--- src/rtl/osc_freq_monitor.sv ---
`default_nettype none
// ============================================================================
// osc_freq_monitor - counts clk cycles over REF_EDGES reference periods and
// reports oscillator health (in range / sticky fault / reference lost).
// Revision: 1.0
// ============================================================================
module osc_freq_monitor #(
  parameter int CNT_W       = 16,
  parameter int REF_EDGES   = 4,
  parameter int MIN_COUNT   = 190,
  parameter int MAX_COUNT   = 210,
  parameter int TIMEOUT     = 1024,
  parameter int GOOD_LIMIT  = 2,
  parameter int FAULT_LIMIT = 3
) (
  input  logic             clk,
  input  logic             rst_n,
  input  logic             en,
  input  logic             ref_in,
  input  logic             clr_fault,
  output logic [CNT_W-1:0] meas_count,
  output logic             meas_valid,
  output logic             freq_ok,
  output logic             freq_fault,
  output logic             ref_lost
);

  localparam int c_EDGE_W = (REF_EDGES > 1) ? $clog2(REF_EDGES) : 1;
  localparam int c_IDLE_W = $clog2(TIMEOUT + 1);
  localparam int c_GOOD_W = $clog2(GOOD_LIMIT + 1);
  localparam int c_BAD_W  = $clog2(FAULT_LIMIT + 1);

  localparam logic [CNT_W-1:0]    c_CNT_MAX   = '1;
  localparam logic [CNT_W-1:0]    c_MIN       = CNT_W'(MIN_COUNT);
  localparam logic [CNT_W-1:0]    c_MAX       = CNT_W'(MAX_COUNT);
  localparam logic [c_EDGE_W-1:0] c_LAST_EDGE = c_EDGE_W'(REF_EDGES - 1);
  localparam logic [c_IDLE_W-1:0] c_IDLE_MAX  = c_IDLE_W'(TIMEOUT);
  localparam logic [c_IDLE_W-1:0] c_IDLE_HIT  = c_IDLE_W'(TIMEOUT - 1);
  localparam logic [c_GOOD_W-1:0] c_GOOD_MAX  = c_GOOD_W'(GOOD_LIMIT);
  localparam logic [c_GOOD_W-1:0] c_GOOD_LAST = c_GOOD_W'(GOOD_LIMIT - 1);
  localparam logic [c_BAD_W-1:0]  c_BAD_MAX   = c_BAD_W'(FAULT_LIMIT);
  localparam logic [c_BAD_W-1:0]  c_BAD_LAST  = c_BAD_W'(FAULT_LIMIT - 1);

  typedef enum logic [1:0] {
    S_IDLE    = 2'd0,
    S_SYNC    = 2'd1,
    S_MEASURE = 2'd2,
    S_CHECK   = 2'd3
  } state_t;

  state_t              r_state;
  state_t              w_next_state;
  logic                r_ref_meta;
  logic                r_ref_sync;
  logic                r_ref_dly;
  logic [CNT_W-1:0]    r_cnt;
  logic [c_EDGE_W-1:0] r_edges;
  logic [CNT_W-1:0]    r_win_count;
  logic                r_win_sat;
  logic [c_IDLE_W-1:0] r_idle_cnt;
  logic [c_GOOD_W-1:0] r_good_run;
  logic [c_BAD_W-1:0]  r_bad_run;

  logic w_rise;
  logic w_to_hit;
  logic w_timeout;
  logic w_close;
  logic w_check;
  logic w_good;
  logic w_good_event;
  logic w_bad_event;

  assign w_rise       = r_ref_sync & ~r_ref_dly;
  assign w_to_hit     = (r_idle_cnt == c_IDLE_HIT) && !w_rise;
  assign w_check      = en && (r_state == S_CHECK);
  assign w_good       = !r_win_sat && (r_win_count >= c_MIN) && (r_win_count <= c_MAX);
  assign w_good_event = w_check && w_good;
  assign w_bad_event  = (w_check && !w_good) || w_timeout;

  always_ff @(posedge clk or negedge rst_n) begin
    if (!rst_n) r_state <= S_IDLE;
    else        r_state <= w_next_state;
  end

  always_comb begin
    w_next_state = r_state;
    w_timeout    = 1'b0;
    w_close      = 1'b0;
    if (!en) begin
      w_next_state = S_IDLE;
    end else begin
      case (r_state)
        S_IDLE:    w_next_state = S_SYNC;
        S_SYNC: begin
          if (w_to_hit)    w_timeout    = 1'b1;
          else if (w_rise) w_next_state = S_MEASURE;
        end
        S_MEASURE: begin
          if (w_to_hit) begin
            w_timeout    = 1'b1;
            w_next_state = S_SYNC;
          end else if (w_rise && (r_edges == c_LAST_EDGE)) begin
            w_close      = 1'b1;
            w_next_state = S_CHECK;
          end
        end
        S_CHECK:   w_next_state = S_MEASURE;
        default:   w_next_state = S_IDLE;
      endcase
    end
  end

  // Reference synchroniser, no-edge watchdog and window counter
  always_ff @(posedge clk or negedge rst_n) begin
    if (!rst_n) begin
      r_ref_meta  <= 1'b0;
      r_ref_sync  <= 1'b0;
      r_ref_dly   <= 1'b0;
      r_idle_cnt  <= '0;
      r_cnt       <= '0;
      r_edges     <= '0;
      r_win_count <= '0;
      r_win_sat   <= 1'b0;
    end else begin
      r_ref_meta <= ref_in;
      r_ref_sync <= r_ref_meta;
      r_ref_dly  <= r_ref_sync;

      if ((r_state == S_IDLE) || w_rise)  r_idle_cnt <= '0;
      else if (r_idle_cnt != c_IDLE_MAX)  r_idle_cnt <= r_idle_cnt + 1'b1;

      // The closing rise also opens the next window, so the count restarts here
      if (w_close) begin
        r_win_count <= (r_cnt == c_CNT_MAX) ? c_CNT_MAX : r_cnt + 1'b1;
        r_win_sat   <= (r_cnt == c_CNT_MAX);
        r_cnt       <= '0;
        r_edges     <= '0;
      end else if ((r_state == S_SYNC) && w_rise) begin
        r_cnt   <= '0;
        r_edges <= '0;
      end else if ((r_state == S_MEASURE) || (r_state == S_CHECK)) begin
        if (r_cnt != c_CNT_MAX) r_cnt   <= r_cnt + 1'b1;
        if (w_rise)             r_edges <= r_edges + 1'b1;
      end
    end
  end

  always_ff @(posedge clk or negedge rst_n) begin
    if (!rst_n) begin
      meas_count <= '0;
      meas_valid <= 1'b0;
      freq_ok    <= 1'b0;
      freq_fault <= 1'b0;
      ref_lost   <= 1'b0;
      r_good_run <= '0;
      r_bad_run  <= '0;
    end else begin
      meas_valid <= w_check;
      if (w_check) meas_count <= r_win_count;

      if (!en) begin
        freq_ok    <= 1'b0;
        r_good_run <= '0;
        r_bad_run  <= '0;
      end else if (w_good_event) begin
        r_bad_run <= '0;
        if (r_good_run != c_GOOD_MAX)  r_good_run <= r_good_run + 1'b1;
        if (r_good_run >= c_GOOD_LAST) freq_ok    <= 1'b1;
      end else if (w_bad_event) begin
        freq_ok    <= 1'b0;
        r_good_run <= '0;
        if (r_bad_run != c_BAD_MAX) r_bad_run <= r_bad_run + 1'b1;
      end

      if (w_bad_event && (r_bad_run >= c_BAD_LAST)) freq_fault <= 1'b1;
      else if (clr_fault)                           freq_fault <= 1'b0;

      if (w_timeout)   ref_lost <= 1'b1;
      else if (w_rise) ref_lost <= 1'b0;
    end
  end

endmodule
`default_nettype wire
--- config.mk ---
export PLATFORM = sky130hd
export DESIGN_NAME = osc_freq_monitor
export DESIGN_NICKNAME = d
export VERILOG_FILES = /design/src/rtl/osc_freq_monitor.sv
export SDC_FILE = /design/constraint.sdc
export NUM_CORES = 1
export LEC_CHECK = 0
export CAP_MARGIN = 40
export CORE_MARGIN = 1.5
export CORE_UTILIZATION = 59
export CTS_BUF_LIST = sky130_fd_sc_hd__clkbuf_16
export DETAILED_ROUTE_END_ITERATION = 8
export HOLD_SLACK_MARGIN = 0.02
export PLACE_DENSITY = 0.8
export SYNTH_ARGS = -nofsm -noshare
export SYNTH_HDL_FRONTEND = slang
export SYNTH_SLANG_ARGS = --single-unit
export TNS_END_PERCENT = 100
--- constraint.sdc ---
create_clock -name clk -period 2.5 [get_ports clk]
set_input_delay 0.375 -clock clk [delete_from_list [all_inputs] [get_ports clk]]
set_output_delay 0.375 -clock clk [all_outputs]
set_load 0.005 [all_outputs]
==> key figures, run 1 <==
Outcome
  – Status: complete, no violations

Clocking
  – Post-CTS Hold Fix Bufs: 0
  – PostCTS Resize Cnt: 0
  – CTS tree: yes
  – CTS clk-pin slew, worst paths: 0.06 ns
  – TritonCTS buffer count: 9
  – Clk buf depth: 2
  – CTS sink count: 75
  – Post-CTS setup buffer count: 0
  – Worst skew pair latency: 0.33 ns
  – CTS root buffer: clkbuf_16
  – H-tree depth: 3

Routing
  – DR vias: 2804
  – Drt total wl: 7440 um
  – Via density per instance: 6.12
  – 1st-iter DRT viols: 148
  – Routed Antenna Nets: 0
  – # DRC: 0
  – TritonRoute pass-1 iters: 4
  – WL/cell: 16.2 um

Worst setup path
  – Critical Path RT: 2.69 ns
  – Slowest-stage cell, CP: nor4_2
  – Length in cells of the worst reg-to-reg path: 6
  – Startpoint types: flop
  – Critical R2R Launch: r_cnt[0]
  – Crit path cell chain: ha_1 -> nand3_2 -> nor4_2 -> nand3_2 -> nand3_1 -> o31ai_1
  – Critical path fanouts, max: 10
  – Setup Crit Path Kind: flop to flop
  – Critical path endpoint category: flop
  – Largest stage delay, worst path: 0.43 ns
  – Critical path's most frequent cell: nand3_2
  – Worst EP arrival: 2.28 ns
  – Crit path from: r_cnt[0]

Timing
  – Skew final: 0.00423 ns
  – Fin. Hold Viols: 0
  – RSZ-0062 raised after global routing: false
  – Slew Limit Fails: 0
  – Slew headroom: 0.605
  – Actual slew at the worst max-slew pin: 0.590 ns
  – Setup ws final: approximately 0.41 ns
  – Endpoints failing setup: 0
  – Fin crit period: 2.09 ns
  – Tcrit/Tclk final: 0.837
  – Setup TNS: 0 ns
  – Fmax: 0.478 GHz

Pwr
  – Maximum VDD drop: 0.531 mV
  – Final Power: roughly 3.6 mW
  – Power Density: about 800 nW/um2
  – Leakage dissipation: 1.89 nW

Place
  – Hpwl dp: 4990 um
  – IO Port Bufs: 24
  – Placed cells: around 440
  – Pre-CTS WS: 0.293 ns
  – GP Congestion: 0.860

Final layout
  – Final Net Count: 395
  – Most frequent cells in the layout: dfrtp_1 (75), nor2_1 (33), clkdlybuf4s50_1 (23)
  – Most common cell after layout, fill and taps aside: dfrtp_1
  – Final core utilization: 0.728
  – P&R area growth vs syn: 17.4%
  – Layout cells sized above 1: 0.149
  – Fin cells: ~460
  – Diode count: 0
  – # fillers: 406

Logic synthesis
  – Top-area cell type share of the netlist area: 0.505
  – Asr flop ratio synth: 1.00
  – Synth Instances: around 350
  – Synth top area cells: dfrtp_1 (50%), mux2_2 (5.5%), ha_1 (4.0%), nor2_1 (3.3%), xor2_1 (3.3%)
  – Seq/Total Area, Yosys: 0.505
  – Syn Area/Cell: roughly 11 um2
  – Syn Nets: 366
  – Ys Warns: 0
  – FF+latch count, synth: 75
  – EDFF count, synth: 0
  – Synth cell types: 58
  – Largest area contributor in the netlist: dfrtp_1
  – Mapped Area: 3720 um2
  – Most used flip-flop cell after synthesis: dfrtp_1

Worst hold path
  – Hold Path Class: input port to async pin

Global routing
  – First-pass GRT wire length: 12400 um
  – Vias in the first global route: 2622
  – Initial antenna violation count: 0
  – GRT overflow: 0
  – Total GRT Usage: 0.244
  – Pin count of the biggest net entering global routing: 76

Flow run
  – Maxcap violations: 0

Floorplan
  – Die X: around 82 um
  – Row count: 28
  – Die Ht: 82.4 um
  – Die area: a little under 7000 um2
  – Starting density of the core: 0.621
  – Core ar.: 5990 um2
  – I/O Pins: 25
-- state kept, by name (all words and copies together), names as in the netlist, 2 cells and up --
register and count:
r_good_run 2, r_bad_run 2, r_cnt 16, meas_count 16
r_idle_cnt 11, r_state 2, r_win_count 16, r_edges 2
-- layout make-up --
cell class | count | area [um2] | area share
multi-input cells | 248 | 1740 | 0.398
clock inverters | 7 | 92.6 | 0.0212
repair buffers | 28 | 278 | 0.0636
clock buffers | 9 | 225 | 0.0516
well taps | 75 | 93.8 | 0.0215
inverters | 16 | 60.1 | 0.0138
flip-flops and latches | 75 | 1880 | 0.430
-- cell usage after synthesis, types with 2 or more instances --
| cell type | count |
|---|---|
| buf_2 | 4 |
| a22o_1 | 2 |
| o311ai_0 | 4 |
| nand3_1 | 13 |
| and3_1 | 6 |
| mux2_2 | 18 |
| o21ai_0 | 15 |
| ha_1 | 12 |
| nor3_2 | 3 |
| nor2_1 | 33 |
| nand3_2 | 2 |
| a211o_1 | 2 |
| or2_2 | 2 |
| and4_1 | 2 |
| or2b_1 | 2 |
| o2111ai_1 | 2 |
| nand4_1 | 7 |
| and2_1 | 2 |
| o31ai_1 | 4 |
| clkbuf_1 | 5 |
| or3_1 | 6 |
| nand2_1 | 19 |
| o211ai_1 | 5 |
| nor3_1 | 3 |
| a21oi_1 | 18 |
| nor4_1 | 4 |
| nand2b_1 | 3 |
| a31oi_1 | 9 |
| xor2_1 | 14 |
| xnor2_1 | 10 |
| o21a_1 | 2 |
| inv_1 | 16 |
| dfrtp_1 | 75 |
-- critical path, delay by kind of cell (launching register included) --
| kind | cells | cell delay (ns) |
|---|---|---|
| and+or+nand+nor | 4 | 1.15 |
| DFF | 1 | 0.41 |
| adders and majority gates | 1 | 0.27 |
| AOI/OAI and AO/OA | 1 | 0.11 |
-- path summary, 6_finish.rpt --
kind,endpoint,slack (ns)
min,freq_fault,0.05
max reg2reg,r_cnt[3],0.41
min in group clk,r_ref_sync,0.35
max in group asynchronous,r_idle_cnt[3],2.12
max,r_cnt[3],0.41
min reg2reg,r_ref_sync,0.35
-- stage by stage --
| stage | hold slack, ns | area [um2] |
|---|---|---|
| 3_5_place_dp | 0.338 | 4050 |
| 6_report | 0.0527 | 4360 |
| 2_1_floorplan | 0.0794 | 3720 |
| 3_3_place_gp | 0.336 | 4050 |
| 5_1_grt | 0.110 | 4360 |
| 4_1_cts | 0.0867 | 4360 |
-- logic make-up (layout without fill, tap and decap cells) --
| group | Yosys count | in the layout | synth area share |
|---|---|---|---|
| adder cells (fa/ha/maj) | 12 | 12 | 0.0404 |
| buffers and inverters | 26 | 60 | 0.0276 |
| multiplexers | 19 | 19 | 0.0572 |
| XOR/XNOR | 24 | 24 | 0.0565 |
| AND/OR/NAND/NOR | 117 | 117 | 0.171 |
| AO/OA/AOI/OAI | 76 | 76 | 0.142 |
| flip-flops | 75 | 75 | 0.505 |
-- power by group --
part	internal (mW)	switching, mW
sequential	1.38	0.168
combinational	0.288	0.380
clock	0.869	0.501
total	2.54	1.05
-- metal layers --
layer,GRT usage,up-vias,wire length (um),share of wire
met5,0,-,0,0
met4,0.107,0,159,0.021
met3,0.0374,16,289,0.039
met2,0.398,82,3510,0.47
met1,0.322,1385,3480,0.47
li1,-,1321,-,-
(Power assumes the default switching activity.)
==> run 2, diff against run 1 <==
==> constraint.sdc (replaced) <==
create_clock -name clk -period 2 [get_ports clk]
set_input_delay 0.3 -clock clk [delete_from_list [all_inputs] [get_ports clk]]
set_output_delay 0.3 -clock clk [all_outputs]
set_load 0.005 [all_outputs]
==> key figures, run 2 (synthesis results as in run 1) <==
Outcome
  – Status: finished, violations left
  – Violated checks: setup timing

Global routing
  – Global route hottest layer: met2
  – First-pass GRT wire length: 13300 um (+7.1%)
  – Initial antenna violation count: 0 (unchanged)
  – GR Layer Usage met2: 0.436 (+0.0382)
  – GRT overflow: 0 (unchanged)
  – Pin count of the biggest net entering global routing: 36 (-53%)
  – Total GRT Usage: 0.265 (+0.0214)
  – Vias in the first global route: 2869 (+9.4%)
  – Met1 Resource Use GR: 0.329 (+0.00714)
  – Grt met3 use: 0.0615 (+0.0242)

Pwr
  – Leakage dissipation: 2.00 nW (+5.8%)
  – Combinational fraction of design power: 0.221 (+0.035)
  – Maximum VDD drop: 0.659 mV (+24%)
  – Clock power share: 0.347 (-0.035)
  – Switch Pwr: 1.41 mW (+35%)
  – Power Density: 975 nW/um2 (+19%)
  – Internal power: 3.03 mW (+19%)
  – Sw frac: 0.318 (+0.0257)
  – Register share of total power: 0.431 (about the same)

Final layout
  – Most common cell after layout, fill and taps aside: dfrtp_1
  – Most frequent cells in the layout: dfrtp_1 (75), nor2_1 (33), buf_4 (24)
  – P&R area growth vs syn: 22.6%
  – Final core utilization: 0.760 (+0.0320)
  – Fin cells: 481 (+5.0%)
  – Final Net Count: 418 (+5.8%)
  – Biggest regs: meas_count: 16 flops, r_cnt: 16 flops, r_win_count: 16 flops
  – Layout cells sized above 1: 0.214 (+0.0655)
  – # fillers: 384 (-5.4%)
  – Diode count: 0 (unchanged)

Timing
  – WHS: 0.361 ns (+0.308 ns)
  – RSZ-0062 raised after global routing: true
  – Fmax: 0.499 GHz (+4.3%)
  – Endpoints failing setup: 1 (+1)
  – Actual slew at the worst max-slew pin: 0.658 ns (+0.0681 ns)
  – Skew final: 0.00603 ns (+0.00180 ns)
  – Slew Limit Fails: 0 (unchanged)
  – Slew headroom: 0.562 (-0.0433)
  – Fin crit period: 2.01 ns (-0.0863 ns)
  – Setup ws final: -0.00536 ns (-0.414 ns)
  – Fin. Hold Viols: 0 (unchanged)
  – Tcrit/Tclk final: 1.00 (+0.166)

Routing
  – WL/cell: 17.1 um (+5.1%)
  – TritonRoute pass-1 iters: 5 (+1)
  – DR vias: 2956 (+5.4%)
  – 1st-iter DRT viols: 276 (+86%)
  – Drt total wl: 8210 um (+10%)
  – Via density per instance: 6.15 (+0.38%)
  – Routed Antenna Nets: 0 (unchanged)
  – # DRC: 0 (unchanged)

Clocking
  – H-tree depth: 3 (unchanged)
  – CTS tree: yes
  – Clk buf depth: 2 (unchanged)
  – CTS sink count: 75 (unchanged)
  – Worst skew pair latency: 0.34 ns (about the same)
  – TritonCTS buffer count: 9 (unchanged)
  – CTS root buffer: clkbuf_16
  – CTS clk-pin slew, worst paths: 0.06 ns (about the same)

Worst setup path
  – Setup Crit Path Kind: flop to flop
  – Critical Path RT: 2.23 ns (-0.46 ns)
  – Length in cells of the worst reg-to-reg path: 7 (+1)
  – Critical path fanouts, max: 5 (-5)
  – Worst EP arrival: 2.23 ns (-0.05 ns)
  – Worst R2R Setup Slack: -0.005 ns (-0.41 ns)
  – Critical R2R Launch: r_state[0]
  – Critical path endpoint category: flop
  – Crit path from: r_state[0]
  – Startpoint types: flop
  – Worst R2R End: r_bad_run[1]
  – Last element of the critical path: r_bad_run[1]

Floorplan
  – Row count: 28 (unchanged)
  – Die X: 82.4 um (unchanged)
  – Starting density of the core: 0.621 (unchanged)
  – I/O Pins: 25 (unchanged)
  – Die area: 6790 um2 (unchanged)
  – Core ar.: 5990 um2 (unchanged)
  – Die Ht: 82.4 um (unchanged)

Flow run
  – Maxcap violations: 0 (unchanged)

Place
  – IO Port Bufs: 24 (unchanged)
  – GP Congestion: 0.915 (+6.5%)
  – Pre-CTS WS: -0.0683 ns (-0.361 ns)
  – Hpwl dp: 5480 um (+9.9%)
  – Placed cells: 464 (+5.0%)

Worst hold path
  – Hold Path Class: flop to flop
run 2: cell count changes in the layout (fill, tap and decap cells not counted), sizes merged:
cell         delta
buf            +22
inv             +4
bufinv          -2
clkinv          -1
clkinvlp        -1
dlygate4sd3     +1
run 2: timing repair:
action                                  in CTS  in global routing
setup buffers                                0                  0
pin swaps                                    0                  2
cloned                                       0                  0
endpoints found under the setup margin       1                  7
hold buffers                                 1                  0
gates resized for setup                      2                  6
endpoints found under the hold margin       25                  0
run 2: worst min path at each step:
| stage | from | to | slack [ns] | cells after the start |
|---|---|---|---|---|
| floorplan | rst_n | freq_fault | 0.004 | 0 |
| global placement | r_ref_meta | r_ref_sync | 0.33 | 0 |
| detailed placement | rst_n | r_good_run[0] | 0.36 | 1 |
| CTS | r_ref_meta | r_ref_sync | 0.37 | 0 |
| global route | r_ref_meta | r_ref_sync | 0.38 | 0 |
| finish | r_ref_meta | r_ref_sync | 0.36 | 0 |
run 2: critical path: stages, from the launching register on:
cell,delay (ns)
dfrtp_1,0.36
inv_2,0.06
ha_4,0.26
nand4_1,0.10
or4b_4,0.56
o221ai_4,0.26
nand4_1,0.12
nor3b_2,0.16
run 2: cell type report:
cell class	instances	area, um2	share of cell area
Clock buffer	9	225	0.0494
Clock inverter	7	60.1	0.0132
Inverter	16	60.1	0.0132
Multi-Input combinational cell	248	1770	0.389
Sequential cell	75	1880	0.412
Tap cell	75	93.8	0.0206
Timing Repair Buffer	51	465	0.102
run 2: power by group through the flow:
stage	sequential (mW)	combinational, mW	clock, mW
2_1_floorplan	1.90	0.605	0
3_3_place_gp	1.92	0.882	0
3_5_place_dp	1.93	0.913	0
4_1_cts	1.91	0.939	1.55
5_1_grt	1.95	1.08	1.63
6_report	1.92	0.982	1.54
run 2: per-layer routing:
metal	wire length [um]	up-vias
met5	0	-
met4	230	0
met3	393	22
met2	4040	102
met1	3550	1463
li1	-	1369
run 2: metrics by stage:
stage / instance area, um2 / TNS [ns] / power (mW)
final: 4560 / -0.00536 / 4.44
after floorplan: 3720 / 0 / 2.50
after global routing: 4560 / -0.147 / 4.66
after CTS: 4530 / 0 / 4.41
after global placement: 4220 / -0.000831 / 2.80
after detailed placement: 4220 / -0.0847 / 2.85
==> run 3, diff against run 2 <==
--- a/config.mk
+++ b/config.mk
@@ -5,13 +5,14 @@
 export SDC_FILE = /design/constraint.sdc
 export NUM_CORES = 1
 export LEC_CHECK = 0
-export CAP_MARGIN = 40
+export CAP_MARGIN = 15
 export CORE_MARGIN = 1.5
 export CORE_UTILIZATION = 59
 export CTS_BUF_LIST = sky130_fd_sc_hd__clkbuf_16
 export DETAILED_ROUTE_END_ITERATION = 8
 export HOLD_SLACK_MARGIN = 0.02
 export PLACE_DENSITY = 0.8
+export SKIP_CTS_REPAIR_TIMING = 1
 export SYNTH_ARGS = -nofsm -noshare
 export SYNTH_HDL_FRONTEND = slang
 export SYNTH_SLANG_ARGS = --single-unit
==> key figures, run 3 (synthesis results as in run 1) <==
Outcome
  – Status: finished, violations left
  – Violated checks: hold timing

Final layout
  – Layout cells sized above 1: 0.218 (+0.00385)
  – Final Net Count: 420 (+0.48%)
  – Biggest regs: meas_count: 16 flops, r_cnt: 16 flops, r_win_count: 16 flops
  – Most frequent cells in the layout: dfrtp_1 (75), nor2_1 (33), buf_4 (27)
  – Most common cell after layout, fill and taps aside: dfrtp_1
  – Diode count: 0 (unchanged)
  – Final core utilization: 0.762 (+0.00146)
  – P&R area growth vs syn: 22.8%

Clocking
  – CTS tree: yes
  – TritonCTS buffer count: 9 (unchanged)
  – Clk buf depth: 2 (unchanged)
  – CTS sink count: 75 (unchanged)
  – Worst skew pair latency: 0.34 ns (about the same)
  – H-tree depth: 3 (unchanged)
  – CTS root buffer: clkbuf_16
  – CTS clk-pin slew, worst paths: 0.06 ns (about the same)

Global routing
  – Total GRT Usage: 0.263 (-0.00188)
  – First-pass GRT wire length: 13200 um (-0.78%)
  – Initial antenna violation count: 0 (unchanged)
  – GRT overflow: 0 (unchanged)
  – Pin count of the biggest net entering global routing: 36 (unchanged)
  – Vias in the first global route: 2843 (-0.91%)

Worst setup path
  – Critical path fanouts, max: 5 (unchanged)
  – Worst EP arrival: 2.24 ns (about the same)
  – Critical path endpoint category: flop
  – Setup Crit Path Kind: flop to flop
  – Startpoint types: flop
  – Critical Path RT: 2.26 ns (+0.03 ns)

Timing
  – RSZ-0062 raised after global routing: true
  – Fin. Hold Viols: 13 (+13)
  – Setup TNS: 0 ns (+0.00536 ns)
  – Fin crit period: 1.98 ns (-0.0270 ns)
  – Actual slew at the worst max-slew pin: 0.661 ns (+0.00299 ns)
  – Slew Limit Fails: 0 (unchanged)
  – Endpoints failing setup: 0 (-1)
  – Skew final: 0.00679 ns (+0.000761 ns)
  – Fmax: 0.505 GHz (+1.4%)
  – Setup ws final: 0.0217 ns (+0.0270 ns)
  – WHS: -0.0136 ns (-0.375 ns)
  – Slew headroom: 0.560 (-0.00199)
  – Tcrit/Tclk final: 0.989 (-0.0135)

Place
  – IO Port Bufs: 24 (unchanged)
  – GP Congestion: 0.915 (unchanged)
  – Pre-CTS WS: -0.0683 ns (unchanged)
  – Hpwl dp: 5480 um (unchanged)

Floorplan
  – Starting density of the core: 0.621 (unchanged)
  – I/O Pins: 25 (unchanged)
  – Row count: 28 (unchanged)
  – Die Ht: 82.4 um (unchanged)
  – Die X: 82.4 um (unchanged)
  – Die area: 6790 um2 (unchanged)
  – Core ar.: 5990 um2 (unchanged)

Flow run
  – Maxcap violations: 0 (unchanged)

Routing
  – DR vias: 2941 (-0.51%)
  – # DRC: 0 (unchanged)
  – WL/cell: 16.8 um (-1.4%)
  – Drt total wl: 8130 um (-1.0%)
  – Routed Antenna Nets: 0 (unchanged)
  – TritonRoute pass-1 iters: 4 (-1)
  – Via density per instance: 6.09 (-0.92%)
  – 1st-iter DRT viols: 236 (-14%)

Pwr
  – Leakage dissipation: 2.01 nW (+0.50%)
  – Power Density: 981 nW/um2 (+0.63%)
  – Maximum VDD drop: 0.651 mV (-1.1%)
  – Final Power: 4.48 mW (+0.82%)

Worst hold path
  – Hold Path Class: input port to async pin
[run 3: stage by stage]
step                      cell area (um2)  instances  hold slack, ns
after CTS                            4510        480         0.00873
final                                4560        483         -0.0136
after global placement               4220        464           0.331
after floorplan                      3720        349         0.00441
after detailed placement             4220        464           0.356
after global routing                 4560        483          0.0316
[run 3: worst max-delay path, cell delays in order (launching register included)]
cell      delay, ns
dfrtp_1        0.36
inv_2          0.06
ha_4           0.26
nand4_1        0.08
or4b_4         0.55
o221ai_4       0.25
buf_4          0.16
o211ai_1       0.09
o21ai_0        0.09
[run 3: cell type report]
| cell class | instances | area, um2 |
|---|---|---|
| clock buffer | 9 | 225 |
| clock inverter | 7 | 60.1 |
| fill | 387 | 1430 |
| inverter | 16 | 60.1 |
| multi-input combinational | 248 | 1770 |
| sequential | 75 | 1880 |
| tap | 75 | 93.8 |
| timing repair buffer | 53 | 478 |
[run 3: path summary, 6_finish.rpt]
path                                 start       endpoint  slack, ns  cells after the start
worst max-delay path            r_state[0]     freq_fault       0.02                      8
worst min-delay path                 rst_n     freq_fault      -0.01                      1
worst max register to register  r_state[0]     freq_fault       0.02                      8
worst min register to register  r_ref_meta     r_ref_sync       0.36                      0
max in group asynchronous            rst_n  meas_count[7]       1.36                      2
min in group clk                r_ref_meta     r_ref_sync       0.36                      0
[run 3: power by group]
| part | internal [mW] | switching, mW | total (mW) |
|---|---|---|---|
| combinational | 0.478 | 0.544 | 1.02 |
| sequential | 1.72 | 0.192 | 1.92 |
| clock | 0.861 | 0.679 | 1.54 |
[run 3: layer usage]
layer	track usage	vias to the layer above	part of all wire
li1	-	1378	-
met1	0.329	1433	0.43
met2	0.428	107	0.49
met3	0.0615	23	0.047
met4	0.129	0	0.028
met5	0	-	0
